===== config.mk =====
export PLATFORM = sky130hd
export DESIGN_NAME = alu_decode_stage
export DESIGN_NICKNAME = d
export VERILOG_FILES = /design/src/rtl/alu_pkg.sv /design/src/rtl/alu_dec_skid.sv /design/src/rtl/alu_decode_stage.sv
export SDC_FILE = /design/constraint.sdc
export NUM_CORES = 1
export LEC_CHECK = 0
export CAP_MARGIN = 10
export CORE_MARGIN = 5
export CORE_UTILIZATION = 44
export CTS_BUF_LIST = sky130_fd_sc_hd__clkbuf_8
export DETAILED_ROUTE_END_ITERATION = 10
export GPL_TIMING_DRIVEN = 0
export PLACE_DENSITY = 0.86
export SLEW_MARGIN = 20
export SYNTH_ARGS = -nofsm -noshare
export SYNTH_HDL_FRONTEND = slang
export SYNTH_SLANG_ARGS = --single-unit

===== constraint.sdc =====
create_clock -name clk_i -period 3.95 [get_ports clk_i]
set_input_delay 0.79 -clock clk_i [delete_from_list [all_inputs] [get_ports clk_i]]
set_output_delay 0.79 -clock clk_i [all_outputs]
set_load 0.05 [all_outputs]

===== src/rtl/alu_pkg.sv =====
// Shared types and constants for the RV32I ALU decode stage: ALU operation
// encodings, decoded opcodes and the entry carried through the output buffer.
package alu_pkg;

   typedef enum logic [3:0] {
      ALU_ADD     = 4'b0000,
      ALU_SUB     = 4'b0001,
      ALU_SLL     = 4'b0010,
      ALU_SLTU    = 4'b0011,
      ALU_XOR     = 4'b0100,
      ALU_SRL     = 4'b0101,
      ALU_SRA     = 4'b0110,
      ALU_OR      = 4'b0111,
      ALU_AND     = 4'b1000,
      ALU_SLT     = 4'b1011,
      ALU_ILLEGAL = 4'b1111
   } alu_op_e;

   localparam logic [6:0] OPC_OP      = 7'b0110011;
   localparam logic [6:0] OPC_OP_IMM  = 7'b0010011;
   localparam logic [6:0] OPC_LUI     = 7'b0110111;
   localparam logic [6:0] OPC_AUIPC   = 7'b0010111;
   localparam logic [6:0] FUNCT7_BASE = 7'b0000000;
   localparam logic [6:0] FUNCT7_ALT  = 7'b0100000;

   typedef struct packed {
      logic [31:0] a;
      logic [31:0] b;
      alu_op_e     op;
      logic [4:0]  rd;
      logic        illegal;
   } dec_entry_t;

   // sub_en selects SUB over ADD, sra_en selects SRA over SRL.
   function automatic alu_op_e funct3_to_op(input logic [2:0] funct3,
                                            input logic       sub_en,
                                            input logic       sra_en);
      alu_op_e op;
      case (funct3)
         3'b000:  op = sub_en ? ALU_SUB : ALU_ADD;
         3'b001:  op = ALU_SLL;
         3'b010:  op = ALU_SLT;
         3'b011:  op = ALU_SLTU;
         3'b100:  op = ALU_XOR;
         3'b101:  op = sra_en ? ALU_SRA : ALU_SRL;
         3'b110:  op = ALU_OR;
         default: op = ALU_AND;
      endcase
      return op;
   endfunction

endpackage


===== src/rtl/alu_dec_skid.sv =====
// Two-entry in-order buffer between decode and the ALU. in_ready_o is a
// register, so there is no combinational path from out_ready_i back upstream.
module alu_dec_skid #(
   parameter type T = logic
) (
   input  logic clk_i,
   input  logic rst_i,
   input  logic flush_i,
   input  logic in_valid_i,
   output logic in_ready_o,
   input  T     in_data_i,
   output logic out_valid_o,
   input  logic out_ready_i,
   output T     out_data_o
);

   T           r_mem [2];
   logic       r_wr_ptr;
   logic       r_rd_ptr;
   logic [1:0] r_count;
   logic       r_in_ready;

   logic       w_push;
   logic       w_pop;
   logic [1:0] w_count_nxt;

   assign w_push = in_valid_i && r_in_ready;
   assign w_pop  = out_valid_o && out_ready_i;

   always_comb begin
      w_count_nxt = r_count;
      if (w_push && !w_pop) begin
         w_count_nxt = r_count + 2'd1;
      end else if (!w_push && w_pop) begin
         w_count_nxt = r_count - 2'd1;
      end
   end

   always_ff @(posedge clk_i) begin
      if (rst_i) begin
         // NOTE: storage is cleared on reset because its head drives the ALU operand ports, which must read zero.
         r_mem[0]   <= '0;
         r_mem[1]   <= '0;
         r_wr_ptr   <= 1'b0;
         r_rd_ptr   <= 1'b0;
         r_count    <= 2'd0;
         r_in_ready <= 1'b0;
      end else if (flush_i) begin
         r_wr_ptr   <= 1'b0;
         r_rd_ptr   <= 1'b0;
         r_count    <= 2'd0;
         r_in_ready <= 1'b1;
      end else begin
         if (w_push) begin
            r_mem[r_wr_ptr] <= in_data_i;
            r_wr_ptr        <= ~r_wr_ptr;
         end
         if (w_pop) begin
            r_rd_ptr <= ~r_rd_ptr;
         end
         r_count    <= w_count_nxt;
         r_in_ready <= (w_count_nxt != 2'd2);
      end
   end

   assign in_ready_o  = r_in_ready;
   assign out_valid_o = (r_count != 2'd0);
   assign out_data_o  = r_mem[r_rd_ptr];

endmodule


===== src/rtl/alu_decode_stage.sv =====
// RV32I decode for OP/OP-IMM/LUI/AUIPC feeding a 2-entry ALU input buffer.
// Define ALU_DEC_ILLEGAL_EN to enqueue unsupported instructions flagged on illegal_o.
module alu_decode_stage (
   input  logic        clk_i,
   input  logic        rst_i,
   input  logic        flush_i,
   input  logic        in_valid_i,
   output logic        in_ready_o,
   input  logic [31:0] instr_i,
   input  logic [31:0] pc_i,
   input  logic [31:0] rs1_val_i,
   input  logic [31:0] rs2_val_i,
   output logic        out_valid_o,
   input  logic        out_ready_i,
   output logic [31:0] a_o,
   output logic [31:0] b_o,
   output logic [3:0]  alu_op_o,
   output logic [4:0]  rd_o
`ifdef ALU_DEC_ILLEGAL_EN
   ,
   output logic        illegal_o
`endif
);

   import alu_pkg::*;

   logic [6:0] w_opcode;
   logic [2:0] w_funct3;
   logic [6:0] w_funct7;
   logic       w_shift_imm;
   logic       w_supported;
   logic       w_enqueue;
   dec_entry_t w_entry;
   dec_entry_t w_out;

   assign w_opcode    = instr_i[6:0];
   assign w_funct3    = instr_i[14:12];
   assign w_funct7    = instr_i[31:25];
   assign w_shift_imm = (w_funct3 == 3'b001) || (w_funct3 == 3'b101);

   always_comb begin
      // NOTE: every field gets a default before the case so no path leaves a latch behind.
      w_entry     = '0;
      w_entry.op  = ALU_ADD;
      w_entry.rd  = instr_i[11:7];
      w_supported = 1'b1;
      case (w_opcode)
         OPC_OP: begin
            w_supported = (w_funct7 == FUNCT7_BASE) || (w_funct7 == FUNCT7_ALT);
            w_entry.a   = rs1_val_i;
            w_entry.b   = rs2_val_i;
            w_entry.op  = funct3_to_op(w_funct3, w_funct7[5], w_funct7[5]);
         end
         OPC_OP_IMM: begin
            w_entry.a  = rs1_val_i;
            w_entry.b  = w_shift_imm ? {27'd0, instr_i[24:20]}
                                     : {{20{instr_i[31]}}, instr_i[31:20]};
            w_entry.op = funct3_to_op(w_funct3, 1'b0, instr_i[30]);
         end
         OPC_LUI: begin
            w_entry.b = {instr_i[31:12], 12'h000};
         end
         OPC_AUIPC: begin
            w_entry.a = pc_i;
            w_entry.b = {instr_i[31:12], 12'h000};
         end
         default: begin
            w_supported = 1'b0;
         end
      endcase
      if (!w_supported) begin
         w_entry.a       = '0;
         w_entry.b       = '0;
         w_entry.op      = ALU_ILLEGAL;
         w_entry.illegal = 1'b1;
      end
   end

   // Unsupported instructions still complete the input handshake; only the enqueue differs.
`ifdef ALU_DEC_ILLEGAL_EN
   assign w_enqueue = in_valid_i;
`else
   assign w_enqueue = in_valid_i && w_supported;
`endif

   alu_dec_skid #(
      .T (dec_entry_t)
   ) u_skid (
      .clk_i       (clk_i),
      .rst_i       (rst_i),
      .flush_i     (flush_i),
      .in_valid_i  (w_enqueue),
      .in_ready_o  (in_ready_o),
      .in_data_i   (w_entry),
      .out_valid_o (out_valid_o),
      .out_ready_i (out_ready_i),
      .out_data_o  (w_out)
   );

   assign a_o      = w_out.a;
   assign b_o      = w_out.b;
   assign alu_op_o = w_out.op;
   assign rd_o     = w_out.rd;

`ifdef ALU_DEC_ILLEGAL_EN
   assign illegal_o = w_out.illegal;
`else
   logic w_unused_illegal;
   assign w_unused_illegal = w_out.illegal;
`endif

endmodule


======== After elaboration in Yosys (flattened, before gate mapping) ========
Memory sizes are Yosys's and may differ from the RTL's. A register that Yosys moved wholly into a read port is not among the register bits.
Index checks and enable logic that the tools add are counted.
operators by class
  eq/ne operators ......................... 12
  mux-type cells .......................... 25
  add/sub/neg operators ................... 2
  reduce and logical (&&, ||, !) cells .... 17
  bitwise gates (word level) .............. 2
operators with widths
  cell                   number
  $pmux W32 S3           1
  $mux W74               1
  $reduce_or A74 Y1      1
  $mux W68               1
  $pmux W32 S2           1
  $pmux W4 S7            2
  $mux W32               1
  $eq A7 B6 Y1 const B   3
  $eq A7 B5 Y1 const B   2
  $mux W1                13
  $eq A3 B3 Y1 const B   3
  $pmux W4 S2            1
  $logic_not A7 Y1       1
  $eq A3 B2 Y1 const B   2
  $mux W2                3
  $reduce_or A2 Y1       3
  $logic_and A1 B1 Y1    5
  $eq A3 B1 Y1 const B   1
  $logic_not A3 Y1       1
  $reduce_or A3 Y1       1
  $add A2 B1 Y2 const B  1
  $logic_not A1 Y1       2
  $logic_or A1 B1 Y1     2
  $ne A2 B2 Y1 const B   1
  4 further kinds        5
storage, ports and cells
  output and inout bits ................... 75
  bits of input ports ..................... 133
  register bits ........................... 5
  memories ................................ 1
  word-level logic and storage cells ...... 63
  bits in writable memories ............... 148
memories
  name          words  width  rd ports  clocked after Yosys merged registers in  wr ports  line                source
  u_skid.r_mem  2      74     1         1                                        2         alu_dec_skid.sv:17  T r_mem [2];

======== Logic depth before layout (Yosys ltp) ========
  depth after elaboration ................. 11
  gate-level depth with buffers ........... 7
  depth with buffers taken out ............ 7

======== By module ========
Synthesis repeated with hierarchy kept, for this count alone.
second synthesis, totals
  cell total of the unflattened synthesis .. 691
  area total of the unflattened synthesis .. 8197.9 sq um
by module, submodules not included
  module            instances  cells each  sequential area each (sq um)  area an instance (sq um)
  alu_dec_skid      1          429         4564.4                        6702.7
  alu_decode_stage  1          262         0.0                           1495.2

======== Least setup slack after synthesis ========
No wires, ideal clock.
  kind .................................... input to register
  start ................................... input port instr_i[6]
  end ..................................... memory u_skid.r_mem[0][10] in the netlist's numbering (enable)
  setup slack ............................. -0.154 ns
  arrival time ............................ 3.660 ns
  setup time .............................. 0.443 ns
  cell stages on the path ................. 6
  required time ........................... 3.507 ns
  path buffers ............................ 1
  path through ............................ nand4b_4 -> or3_1 -> a31oi_4 -> nand3b_2 -> buf_4 -> nand2b_1
RTL lines
  element      line                   source
  from (decl)  alu_decode_stage.sv:9  input logic [31:0] instr_i,
  to (decl)    alu_dec_skid.sv:17

==> qor.txt <==
warnings from Yosys: 0
DRC viols: 0
Distinct cells, synth: 38
post-synthesis mux area share: 0.126
largest family of logic cells by synthesized area: multiplexers
Clock Root Buffer: clkbuf_8
internal power: 2.55 mW
maximum root-to-sink buffer count: 2
Comb pwr share: 0.118
sequential share of power: 0.545
cts bufs inserted: 17
Setup violations, final: 0
Post-Syn Area: 7100 um^2
share of cells above drive strength 1: 0.166
adder-cell share of the synthesized area: 0.00176
Setup WS pre-CTS: 115 ps
Clock power frac: 0.337
post-route ant nets: 0
post-route cell area: 9880 um^2
ant diodes: 0
Synth Instances: 543
top-area cell type share of the netlist area: 0.618
Synth Area in Compound Gates: 0.0761
total track usage: 0.205
setup TNS: 0 ps
area leader, netlist: edfxtp_1
Worst R2R Path Depth: 7
dpl cells: 969
status: complete, no violations
grt total ovfl: 0
Mapped Nets: 677
total chip power: 3.34 mW
slew at the pin closest to its max-slew limit: 1010 ps
Commonest cells post-synth: 146 x edfxtp_1, 145 x nor2_1, 73 x mux2_2, 38 x a22oi_1, 23 x clkbuf_1
Final Hold Violating Endpoints: 0
initial antenna violation count: 1
CTS clock-pin slew for the worst setup and hold paths: 80 ps
Starting DRT DRC Count: 303
vias per cell: 5.37
xor and xnor fraction of the mapped netlist area: 0.00740
first-pass GRT wire length: 29.0 mm
Post-Synth Simple-Gate Area: 0.114
critical path fanouts, max: 10
routed via count: 5372
type of the most critical hold path: reg2reg
power density over the cells: 338 nW/um^2
NetSw: 0.789 mW
Post-Layout Cell Count: 1000
DP Area: 9520 um^2
crit share post-route: 0.910
# Max-Cap Violations: 0
Yosys reg bits: 152
Crit Path Class: reg2out
VDD IR max: 191 uV
Req. time, crit path: 3160 ps
die height: 137 um
register area share after synthesis: 0.634
relative slew slack: 0.320
Critical Path End Type: output pin
worst hold slack: 490 ps
Post-synth EDFFs: 146
GP Congestion: 0.823
CTS Hold Buffers Added: 0
Worst Path Arrival: 2800 ps
ys async rst share: 0
setup bufs post-CTS: 0
Total Die Area: 18800 um^2
unrepaired setup endpoints after global routing: false
# nets final: 905
H-Tree Depth: 4
Die X: 137 um
Worst Setup Start Kind: flip-flop
CTS tree: built
final wirelength: 19.4 mm
Final min period: 3590 ps
f_max: 278 MHz
dpl hpwl: 14.0 mm
pin count of the biggest net entering global routing: 49
Net Sw Frac: 0.236
Final Util: 0.622
Max Slew Vio Count: 0
most common cell in the netlist: edfxtp_1
synth top area cells: edfxtp_1 62%, mux2_2 12%, nor2_1 7.7%
Area Overhead vs Synth: 39.2%
Leak: 3.28 nW
Sink Count: 152
Row Count: 46
Mean Syn Cell Area: 13.1 um^2
Core ar.: 15900 um^2
wire length per cell: 19.4 um
Post-Route Skew: 9.42 ps
I/O Pins: 208
Initial Util: 0.447
# resized after CTS: 0
port bufs: 207
Primary FF master, synth: edfxtp_1
clock latency at the later pin of the worst-skew pair: 430 ps
Final WS setup: 355 ps
vias in the first global route: 5508
worst hold path depth: 2
Initial DRT Pass Iterations: 5
-- worst paths after layout --
kind	startpoint	end	slack, ps
max	flip-flop	alu_op_o[0]	360
min	u_skid.r_count[1]	u_skid.r_count[1]	490
max reg2reg	u_skid.in_ready_o	u_skid.r_mem[1][54]	1310
min reg2reg	u_skid.r_count[1]	u_skid.r_count[1]	490
-- critical path, cell delays in order (launching register included) --
cell,delay (ps)
dfxtp_1,690
clkbuf_1,540
mux2_2,430
clkdlybuf4s50_1,710
-- power by group through the flow --
stage	registers (mW)	logic [mW]	clock network, mW
floorplan	1.86	0.165	0
global placement	1.86	0.382	0
detailed placement	1.86	0.394	0
CTS	1.82	0.396	1.15
global route	1.82	0.412	1.22
finish	1.82	0.393	1.13
-- state kept, by name (all words and copies together), names as in the netlist, named ones only --
signal             flops
u_skid.in_ready_o      1
u_skid.r_count         2
u_skid.r_mem         146
u_skid.r_rd_ptr        1
u_skid.r_wr_ptr        1
-- cell usage in the layout (no fill, tap or decap), types with 4 or more instances in the layout --
master / instances
clkinv_1: 4
clkbuf_1: 22
buf_6: 12
xnor2_1: 6
mux2i_1: 7
a221oi_1: 21
clkinv_2: 4
dfxtp_1: 6
nand2_1: 5
mux2_2: 73
nor3_1: 12
a22oi_1: 38
edfxtp_1: 146
clkdlybuf4s50_1: 207
nor2_1: 145
inv_1: 10
clkbuf_8: 17
-- metal layers --
metal | track usage | routed length, um
met1 | 0.250 | 7490
met2 | 0.347 | 9810
met3 | 0.0592 | 1570
met4 | 0.0759 | 528
met5 | 0 | 18
-- cell families (layout without fill, tap and decap cells) --
kind of cell	after synthesis	after routing
AOI/OAI and AO/OA	68	68
xor gates and xnor gates	6	6
adders and majority gates	1	1
buffers and inverters	50	291
DFF	152	152
muxes	80	80
and+or+nand+nor	186	186
-- cell type report --
type	count	area [um^2]
Fill cell	1288	6000
Sequential cell	152	4500
Multi-Input combinational cell	341	2330
Timing Repair Buffer	210	2130
Tap cell	216	270
Buffer	39	248
Clock buffer	17	234
Clock inverter	15	135
Inverter	10	37.5
Power figures use the tool's default switching activity.
